### src/rtl/execute_stage_pkg.sv
// Shared widths, ALU function codes, forwarding selects and the DEC/EX record
// for the RV32I execute slice.
package execute_stage_pkg;

  localparam int unsigned XLEN    = 32;
  localparam int unsigned RA_W    = 5;
  localparam int unsigned ALUOP_W = 5;
  localparam int unsigned DCC_W   = 3;

  typedef enum logic [3:0] {
    ALU_ADD   = 4'd0,
    ALU_SUB   = 4'd1,
    ALU_AND   = 4'd2,
    ALU_OR    = 4'd3,
    ALU_XOR   = 4'd4,
    ALU_SLL   = 4'd5,
    ALU_SRL   = 4'd6,
    ALU_SRA   = 4'd7,
    ALU_SLT   = 4'd8,
    ALU_SLTU  = 4'd9,
    ALU_PASSB = 4'd10
  } aluFunc_t;

  // Encoding 2'b11 is deliberately absent and falls back to FWD_REG.
  typedef enum logic [1:0] {
    FWD_REG = 2'b00,
    FWD_MEM = 2'b01,
    FWD_WB  = 2'b10
  } fwdSel_t;

  localparam logic [DCC_W-1:0] DCC_NONE = '0;

  typedef struct packed {
    logic [6:0]         opcode;
    logic [RA_W-1:0]    rd;
    logic [RA_W-1:0]    rs1;
    logic [RA_W-1:0]    rs2;
    logic [XLEN-1:0]    rs1Data;
    logic [XLEN-1:0]    rs2Data;
    logic [ALUOP_W-1:0] aluop;
    logic [XLEN-1:0]    imm;
    logic [DCC_W-1:0]   dcc;
    logic               we;
  } decEx_t;

endpackage

### src/rtl/execute_alu.sv
// Combinational RV32I ALU; unknown function codes produce zero.
module execute_alu
  import execute_stage_pkg::*;
(
  input  logic [3:0]      op,
  input  logic [XLEN-1:0] a,
  input  logic [XLEN-1:0] b,
  output logic [XLEN-1:0] result
);

  logic [4:0] shamt;
  assign shamt = b[4:0];

  always_comb begin
    result = '0;
    case (op)
      ALU_ADD:   result = a + b;
      ALU_SUB:   result = a - b;
      ALU_AND:   result = a & b;
      ALU_OR:    result = a | b;
      ALU_XOR:   result = a ^ b;
      ALU_SLL:   result = a << shamt;
      ALU_SRL:   result = a >> shamt;
      ALU_SRA:   result = $signed(a) >>> shamt;
      ALU_SLT:   result = {{(XLEN-1){1'b0}}, ($signed(a) < $signed(b))};
      ALU_SLTU:  result = {{(XLEN-1){1'b0}}, (a < b)};
      ALU_PASSB: result = b;
      default:   result = '0;
    endcase
  end

endmodule

### src/rtl/execute_stage.sv
// Execute slice: DEC/EX register, operand forwarding, ALU and EX/MEM register.
module execute_stage
  import execute_stage_pkg::*;
(
  input  logic               clk,
  input  logic               reset,
  input  logic               stall_bubble,
  input  logic [6:0]         dec_opcode,
  input  logic [RA_W-1:0]    dec_rd,
  input  logic [RA_W-1:0]    dec_rs1,
  input  logic [RA_W-1:0]    dec_rs2,
  input  logic [XLEN-1:0]    dec_rs1_data,
  input  logic [XLEN-1:0]    dec_rs2_data,
  input  logic [ALUOP_W-1:0] dec_aluop,
  input  logic [XLEN-1:0]    dec_imm,
  input  logic [DCC_W-1:0]   dec_dcc,
  input  logic               dec_we,
  input  logic [1:0]         fwd_sel1,
  input  logic [1:0]         fwd_sel2,
  input  logic [XLEN-1:0]    wb_data,
  output logic [RA_W-1:0]    ex_rd,
  output logic [6:0]         ex_opcode,
  output logic [RA_W-1:0]    ex_rs1,
  output logic [RA_W-1:0]    ex_rs2,
  output logic [XLEN-1:0]    alu_result,
  output logic [XLEN-1:0]    mem_alu_data,
  output logic [XLEN-1:0]    mem_rs2_data,
  output logic [DCC_W-1:0]   mem_dcc,
  output logic               mem_we,
  output logic [RA_W-1:0]    mem_rd
);

  decEx_t decIn;
  decEx_t ex;
  logic [XLEN-1:0] opA;
  logic [XLEN-1:0] rs2Fwd;
  logic [XLEN-1:0] opB;

  assign decIn = '{opcode:  dec_opcode,
                   rd:      dec_rd,
                   rs1:     dec_rs1,
                   rs2:     dec_rs2,
                   rs1Data: dec_rs1_data,
                   rs2Data: dec_rs2_data,
                   aluop:   dec_aluop,
                   imm:     dec_imm,
                   dcc:     dec_dcc,
                   we:      dec_we};

  // A bubble is simply an all-zero record: opcode 0 / dcc 0 / we 0 is a NOP.
  always_ff @(posedge clk or posedge reset) begin
    if (reset)             ex <= '0;
    else if (stall_bubble) ex <= '0;
    else                   ex <= decIn;
  end

  always_comb begin
    opA = ex.rs1Data;
    case (fwd_sel1)
      FWD_MEM: opA = mem_alu_data;
      FWD_WB:  opA = wb_data;
      default: opA = ex.rs1Data;
    endcase
  end

  always_comb begin
    rs2Fwd = ex.rs2Data;
    case (fwd_sel2)
      FWD_MEM: rs2Fwd = mem_alu_data;
      FWD_WB:  rs2Fwd = wb_data;
      default: rs2Fwd = ex.rs2Data;
    endcase
  end

  assign opB = ex.aluop[4] ? ex.imm : rs2Fwd;

  execute_alu u_alu (
    .op     (ex.aluop[3:0]),
    .a      (opA),
    .b      (opB),
    .result (alu_result)
  );

  always_ff @(posedge clk or posedge reset) begin
    if (reset) begin
      mem_alu_data <= '0;
      mem_rs2_data <= '0;
      mem_dcc      <= DCC_NONE;
      mem_we       <= 1'b0;
      mem_rd       <= '0;
    end else begin
      mem_alu_data <= alu_result;
      mem_rs2_data <= rs2Fwd;
      mem_dcc      <= ex.dcc;
      mem_we       <= ex.we;
      mem_rd       <= ex.rd;
    end
  end

  assign ex_rd     = ex.rd;
  assign ex_opcode = ex.opcode;
  assign ex_rs1    = ex.rs1;
  assign ex_rs2    = ex.rs2;

endmodule

### config.mk
export PLATFORM = sky130hd
export DESIGN_NAME = execute_stage
export DESIGN_NICKNAME = d
export VERILOG_FILES = /design/src/rtl/execute_stage_pkg.sv /design/src/rtl/execute_alu.sv /design/src/rtl/execute_stage.sv
export SDC_FILE = /design/constraint.sdc
export NUM_CORES = 1
export LEC_CHECK = 0
export CAP_MARGIN = 30
export CELL_PAD_IN_SITES_DETAIL_PLACEMENT = 1
export CELL_PAD_IN_SITES_GLOBAL_PLACEMENT = 2
export CORE_MARGIN = 4
export CORE_UTILIZATION = 32
export DETAILED_ROUTE_END_ITERATION = 10
export PLACE_DENSITY_LB_ADDON = 0.15
export SYNTH_ARGS = -nofsm -noshare
export SYNTH_HDL_FRONTEND = slang
export SYNTH_SLANG_ARGS = --single-unit
### constraint.sdc
create_clock -name clk -period 12.75 [get_ports clk]
set_input_delay 3.1875 -clock clk [delete_from_list [all_inputs] [get_ports clk]]
set_output_delay 3.1875 -clock clk [all_outputs]
set_load 0.005 [all_outputs]
==> results.toml, run 1 <==
[min_path]
hold_end = "mem_dcc[2]$_DFF_PP0_"
min_path_cells = 0
hold_start = "ex[3]$_DFF_PP0_"
hp-class = "flip-flop to flip-flop"

[logic_synthesis]
ys_seq_area_share_pct = 30.4
synth_most_common_cell = "nand2_1"
synth_nets = 2345
syn_area_sq_mm = 0.0165
synth-async-reset-ratio_pct = 100
yosysTopAreaCell = "dfrtp_1"
yosysWarnings = 0
synthTopCellsByArea = "dfrtp_1 30%, ha_1 7.9%, mux2i_1 6.0%"
yosysUniqueCellTypes = 75
synth-edff-count = 0
ys_ff_latch = 200
avgSynthCellArea_sq_um = 7.95
synth_top_area_share_pct = 30.4
syn_inst = 2073
synth_ff_type = "dfrtp_1"
synthTopCellsByCount = "206 x nand2_1, 200 x dfrtp_1, 174 x nor2_1"

[power_and_ir_drop]
p_comb_share_pct = 50.1
power_frac_clock_pct = 21.2
leakage_nw = 8.95
internal_power_w = 0.00150
power_density_mw_per_mm2 = 127
seqPwrFrac_pct = 28.7
power_switching_w = 0.00115
switching_share_pct = 43.4
peakVddDrop_mv = 0.0886

[grt]
track_usage_pct = 29.1
grt_pass1_vias = 18067
antenna_found_initial = 4
grt-busiest-layer = "met2"
grt_pass1_wl_mm = 122
gr-total-overflow = 0
grt.met3_usage_pct = 4.80
use_met1_pct = 36.4
grt_max_degree = 132
use_met2_pct = 50.5

[critical_path]
timing.rr.end = "mem_alu_data[30]$_DFF_PP0_"
crit_chain = "clkdlybuf4s50_1 -> inv_1 -> ha_2 -> buf_4 -> o21ai_1 -> buf_4 -> ha_1 -> o311ai_1 -> and3_1 -> o2111ai_1 -> a41oi_1 -> o41a_1 -> buf_4 -> a221o_1 -> a211oi_1 -> mux2_2 -> o22ai_1 -> clkdlybuf4s50_1"
cp_common_cell = "buf_4"
path_max_fanout = 52
cp.required_ns = 9.56
r2r_cells = 19
arrival_ns = 9.24
slowest_stage = "o311ai_1"
critPathTopFamily = "compound AO/OA/AOI/OAI gates"
reg2reg_from = "ex[40]$_DFF_PP0_"
crit_path_end_kind = "output port"
crit_type = "primary input to output port"
rrSetupSlack_ns = 7.12
cpPeakStageDelay_ns = 0.85
critical_path_buf_inv_count = 6
startpoint_type = "primary input"

[clock_network]
cts.sinks = 200
clk_pin_slew_ns = 0.07
cts_tree = "built"
cts_inserted_buffers = 17
insertion_delay_ns = 0.47
ctsRootBufferMaster = "clkbuf_16"
htree_levels = 4
cts_setup_buffers = 0
clockBufferDepth = 2
cts_hold_buf = 0

[layout]
final_cells = 2986
fin_nets = 2571
num-fill-cells = 6054
area_growth_pct = 26.6
drive_above_1_share_pct = 7.92

[route]
post-route-drc-count = 0
wl_mm = 83.9
drt-vias-per-instance = 5.85
routedWlPerCell_microns = 28.1
drt_iter0_drc = 1662
first_pass_iters = 6
antenna_left = 0
num_vias = 17474

[run]
drv_cap = 0

[sta]
finalMaxSlewViolations = 0
period_minus_slack_ns = 12.42
setup_tns_ns = 0
worst_slew_pin_slew_ns = 1.06
rsz0062_at_grt = "no"
slew_headroom_pct = 28.6
fmax_mhz = 80.5
finalHoldViolations = 0
period_share_pct = 97.4
setup_viol = 0
skew_ns = 0.0143

[floorplanning]
io_pins = 293
rows = 82
die_area_sq_mm = 0.0552
start_util_pct = 32.6
die_x_microns = 235
die_y_microns = 235
fp.coreArea_sq_mm = 0.0505

[placed_design]
hpwlAfterDp_mm = 65.0
place.gp.congestion = 0.977
io_buffer_count = 292
place_inst = 2951

[status]
status = "completed"
==> flip-flops by register name (all words and copies together), names as in the netlist <==
signal        flops
ex_rd             5
ex_opcode         7
mem_dcc           3
mem_we            1
ex              105
ex_rs1            5
mem_rd            5
mem_rs2_data     32
mem_alu_data     32
ex_rs2            5
==> stage by stage <==
| step | worst slack (ns) | power, W | cell area [sq um] | utilization, % | hold WS, ns |
|---|---|---|---|---|---|
| 6_report | 0.327 | 0.00265 | 20900 | 41.3 | 0.353 |
| 3_3_place_gp | 0.136 | 0.00206 | 20200 | 40.0 | 0.332 |
| 5_1_grt | 0.0342 | 0.00278 | 20900 | 41.3 | 0.366 |
| 3_5_place_dp | 0.0149 | 0.00207 | 20200 | 40.0 | 0.337 |
| 4_1_cts | 0.112 | 0.00265 | 20800 | 41.2 | 0.354 |
| 2_1_floorplan | 1.90 | 0.00145 | 16500 | - | 0.331 |
==> final cells by class <==
cell class              instances  area (sq um)  area share, %
clock inverters                15           180          0.864
repair buffers                384          3650           17.5
flip-flops and latches        200          5010           24.0
diodes                          2          5.00         0.0240
inverters                     135           514           2.47
multi-input cells            1561         10200           49.0
well taps                     672           841           4.03
clock buffers                  17           425           2.04
==> placed cells by master (no fill, tap or decap), types with 15 or more instances in the layout <==
master and instances:
o21ai_0 144, nor3_1 24, a221oi_1 29, a22oi_1 78, nand3_1 34, a31oi_1 15
nor2b_1 143, nand2_1 206, o221ai_1 24, inv_1 130, clkdlybuf4s50_1 291, o21bai_1 17
dfrtp_1 199, ha_1 102, clkbuf_16 17, mux2_2 20, o21ai_1 30, nor2_1 172
a21oi_1 168, buf_4 89, o22ai_1 21, o211ai_1 28, mux2i_1 97, a211oi_1 30
==> worst max path at each step <==
stage | startpoint | end | slack [ns] | cells past startpoint
3_5_place_dp | fwd_sel2[0] | alu_result[29] | 0.01 | 21
2_1_floorplan | fwd_sel2[0] | alu_result[30] | 1.90 | 22
5_1_grt | fwd_sel1[0] | alu_result[30] | 0.03 | 21
4_1_cts | fwd_sel2[0] | alu_result[29] | 0.11 | 21
3_3_place_gp | fwd_sel2[0] | alu_result[29] | 0.14 | 21
6_report | fwd_sel1[0] | alu_result[30] | 0.33 | 18
==> timing repair <==
item,CTS,global route
pin swaps,0,0
cloned,0,0
setup endpoints to repair,1,5
resized for setup,1,4
==> metal layers <==
| metal | part of all wire, % | wire [microns] |
|---|---|---|
| met5 | 0.015 | 13 |
| met2 | 49 | 41000 |
| met4 | 3.9 | 3300 |
| met3 | 6.3 | 5330 |
| met1 | 41 | 34300 |
==> power by group through the flow <==
stage          registers [W]  logic, W  clock network, W
2_1_floorplan       0.000746  0.000701                 0
3_3_place_gp        0.000772   0.00129                 0
3_5_place_dp        0.000772   0.00130                 0
4_1_cts             0.000761   0.00131          0.000579
5_1_grt             0.000765   0.00141          0.000600
6_report            0.000760   0.00133          0.000563
==> cells by family (layout without fill, tap and decap cells) <==
| logic type | Yosys count | count (layout) | share of synthesized area, % |
|---|---|---|---|
| flip-flops | 200 | 200 | 30.4 |
| AO/OA/AOI/OAI | 685 | 685 | 27.1 |
| multiplexers | 120 | 120 | 7.52 |
| buffers and inverters | 312 | 551 | 8.13 |
| AND/OR/NAND/NOR | 639 | 639 | 18.1 |
| adder cells (fa/ha/maj) | 106 | 106 | 8.14 |
| XOR/XNOR | 11 | 11 | 0.585 |
| other | 0 | 2 | 0 |
Note: power is estimated with default switching activity, not from simulation.
==> inputs of run 2 (changes only) <==
--- a/config.mk
+++ b/config.mk
@@ -7,2 +7,3 @@
 export LEC_CHECK = 0
+export ABC_AREA = 0
 export CAP_MARGIN = 30
--- a/constraint.sdc
+++ b/constraint.sdc
@@ -3,2 +3,2 @@
 set_output_delay 3.1875 -clock clk [all_outputs]
-set_load 0.005 [all_outputs]
+set_load 0.05 [all_outputs]
==> run 2 against run 1 <==
  * Non-clock buffer count is 6 lower
  * Utilization is 0.20 points higher
  * First-iteration DRC count is 10% lower
  * Clock power is 1% higher
  * Total power is 12% higher
  * Sequential share of layout area is 0.12 points lower
  * Critical path depth is 3 higher
  * Final cell count is 0.23% lower
  * Register-to-register slack worse by 0.03 ns
  * Die area stayed put
  * Sequential power hardly changed
  * Hold slack hardly changed
  * Critical path type unchanged
  * Largest power group unchanged
  * Highest routed layer is now met4
==> results.toml, run 2 (synthesized netlist as in run 1, its figures left out) <==
[sta]
worst_slew_pin_slew_ns = 1.04
period_minus_slack_ns = 12.34
setup_tns_ns = 0
finalMaxSlewViolations = 0
slew_headroom_pct = 30.0
fmax_mhz = 81.0
period_share_pct = 96.8
skew_ns = 0.0173
finalHoldViolations = 0
rsz0062_at_grt = "no"
setup_viol = 0

[layout]
largestRegisters = "ex (105), mem_alu_data (32), mem_rs2_data (32)"
layout_common_cells = "263 x clkdlybuf4s50_1, 206 x nand2_1, 199 x dfrtp_1, 173 x nor2_1, 170 x a21oi_1"
fin_nets = 2565
drive_above_1_share_pct = 8.67
fin_util_pct = 41.5
final_common_cell = "clkdlybuf4s50_1"
area_growth_pct = 27.2
largest_reg_flops = 105
top_register = "ex"

[grt]
grt_pass1_wl_mm = 125
grt_max_degree = 128
gr-total-overflow = 0
grt_pass1_vias = 17949
track_usage_pct = 29.7
antenna_found_initial = 1

[route]
met2_wirelength_mm = 40.8
met3_length_mm = 4.85
wl_mm = 85.1
highest_layer = "met4"
drt-vias-per-instance = 5.85
wl_met1_mm = 35.7
first_pass_iters = 5
num_vias = 17432
antenna_left = 0
routedWlPerCell_microns = 28.6
post-route-drc-count = 0
drt_iter0_drc = 1492

[placed_design]
io_buffer_count = 292
hpwlAfterDp_mm = 65.9
place.gp.congestion = 0.976

[power_and_ir_drop]
internal_power_w = 0.00153
leakage_nw = 9.03
switching_share_pct = 48.3
peakVddDrop_mv = 0.118
power_switching_w = 0.00144
p_comb_share_pct = 55.3
power_density_mw_per_mm2 = 142
power_frac_clock_pct = 19.2
seqPwrFrac_pct = 25.6
design_power_total_w = 0.00297

[critical_path]
critPathTopFamily = "compound AO/OA/AOI/OAI gates"
cpPeakStageDelay_ns = 0.70
critical_path_buf_inv_count = 5
crit_path_end_kind = "output port"
slowest_stage = "o311ai_0"
startpoint_type = "primary input"
cp_common_cell = "nor2_1"
arrival_ns = 9.16
path_max_fanout = 56
crit_chain = "clkdlybuf4s50_1 -> inv_1 -> ha_2 -> buf_12 -> nor2_1 -> a21oi_1 -> nor2_1 -> a21oi_1 -> inv_1 -> ha_1 -> o21ai_0 -> nor2_1 -> nor3b_1 -> o311ai_0 -> o2111ai_1 -> nand2_1 -> a41oi_1 -> o21ai_0 -> or3b_1 -> a221o_1 -> buf_4"
cp.required_ns = 9.56
crit_type = "primary input to output port"

[clock_network]
clk_pin_slew_ns = 0.07
cts_resized = 0
cts_inserted_buffers = 17
cts_tree = "built"
cts_setup_buffers = 0
cts_hold_buf = 0
insertion_delay_ns = 0.46
cts.sinks = 200
ctsRootBufferMaster = "clkbuf_16"
htree_levels = 4
clockBufferDepth = 2

[floorplanning]
rows = 82
die_area_sq_mm = 0.0552
io_pins = 293
fp.coreArea_sq_mm = 0.0505
die_x_microns = 235
start_util_pct = 32.6
die_y_microns = 235

[status]
status = "completed"

[min_path]
hp-class = "flip-flop to flip-flop"

[run]
drv_cap = 0
run 2: changes by cell type in the layout (fill, tap and decap cells not counted), moves of 2 or more:
cell / previous run / this run
buf_12: 2 / 19
clkinv_4: 3 / 1
clkdlybuf4s50_1: 291 / 263
buf_4: 89 / 93
a21oi_2: 4 / 2
a21oi_1: 168 / 170
run 2: cell type report:
| type | instances | area [sq um] |
|---|---|---|
| clock buffers | 18 | 439 |
| well taps | 672 | 841 |
| clock inverters | 14 | 174 |
| multi-input cells | 1561 | 10200 |
| flip-flops and latches | 200 | 5010 |
| fillers | 5963 | 29500 |
| repair buffers | 378 | 3770 |
| diodes | 1 | 2.50 |
| inverters | 135 | 514 |
run 2: layer usage:
| metal | GRT usage (%) | vias up |
|---|---|---|
| met1 | 38.7 | 8810 |
| li1 | - | 7774 |
| met4 | 12.0 | 0 |
| met3 | 4.51 | 145 |
| met2 | 49.7 | 703 |
| met5 | 0 | - |
run 2: through the flow:
| stage | worst slack [ns] | hold slack, ns | cell area [sq um] | cells |
|---|---|---|---|---|
| 2_1_floorplan | 1.26 | 0.331 | 16500 | 2073 |
| 3_3_place_gp | 0.457 | 0.333 | 20300 | 2943 |
| 3_5_place_dp | 0.392 | 0.337 | 20300 | 2943 |
| 4_1_cts | 0.385 | 0.354 | 20900 | 2975 |
| 5_1_grt | 0.0579 | 0.363 | 21000 | 2978 |
| 6_report | 0.406 | 0.352 | 21000 | 2979 |
run 2: path summary, 6_finish.rpt:
path                                  start                          to  slack (ns)  depth (start not counted)
setup / recovery                fwd_sel2[0]              alu_result[29]        0.41                         21
hold / removal              ex[0]$_DFF_PP0_            mem_we$_DFF_PP0_        0.35                          0
setup reg to reg           ex[40]$_DFF_PP0_  mem_alu_data[30]$_DFF_PP0_        7.09                         16
hold reg to reg             ex[0]$_DFF_PP0_            mem_we$_DFF_PP0_        0.35                          0
max in group asynchronous             reset            ex[40]$_DFF_PP0_        8.40                          5
min in group asynchronous             reset  mem_rs2_data[13]$_DFF_PP0_        3.00                          2
run 2: power by group through the flow:
stage | combinational (W) | clock, W | sequential, W
floorplan | 0.000824 | 0 | 0.000900
global placement | 0.00161 | 0 | 0.000772
detailed placement | 0.00161 | 0 | 0.000772
CTS | 0.00162 | 0.000586 | 0.000761
global route | 0.00174 | 0.000607 | 0.000765
finish | 0.00164 | 0.000569 | 0.000760
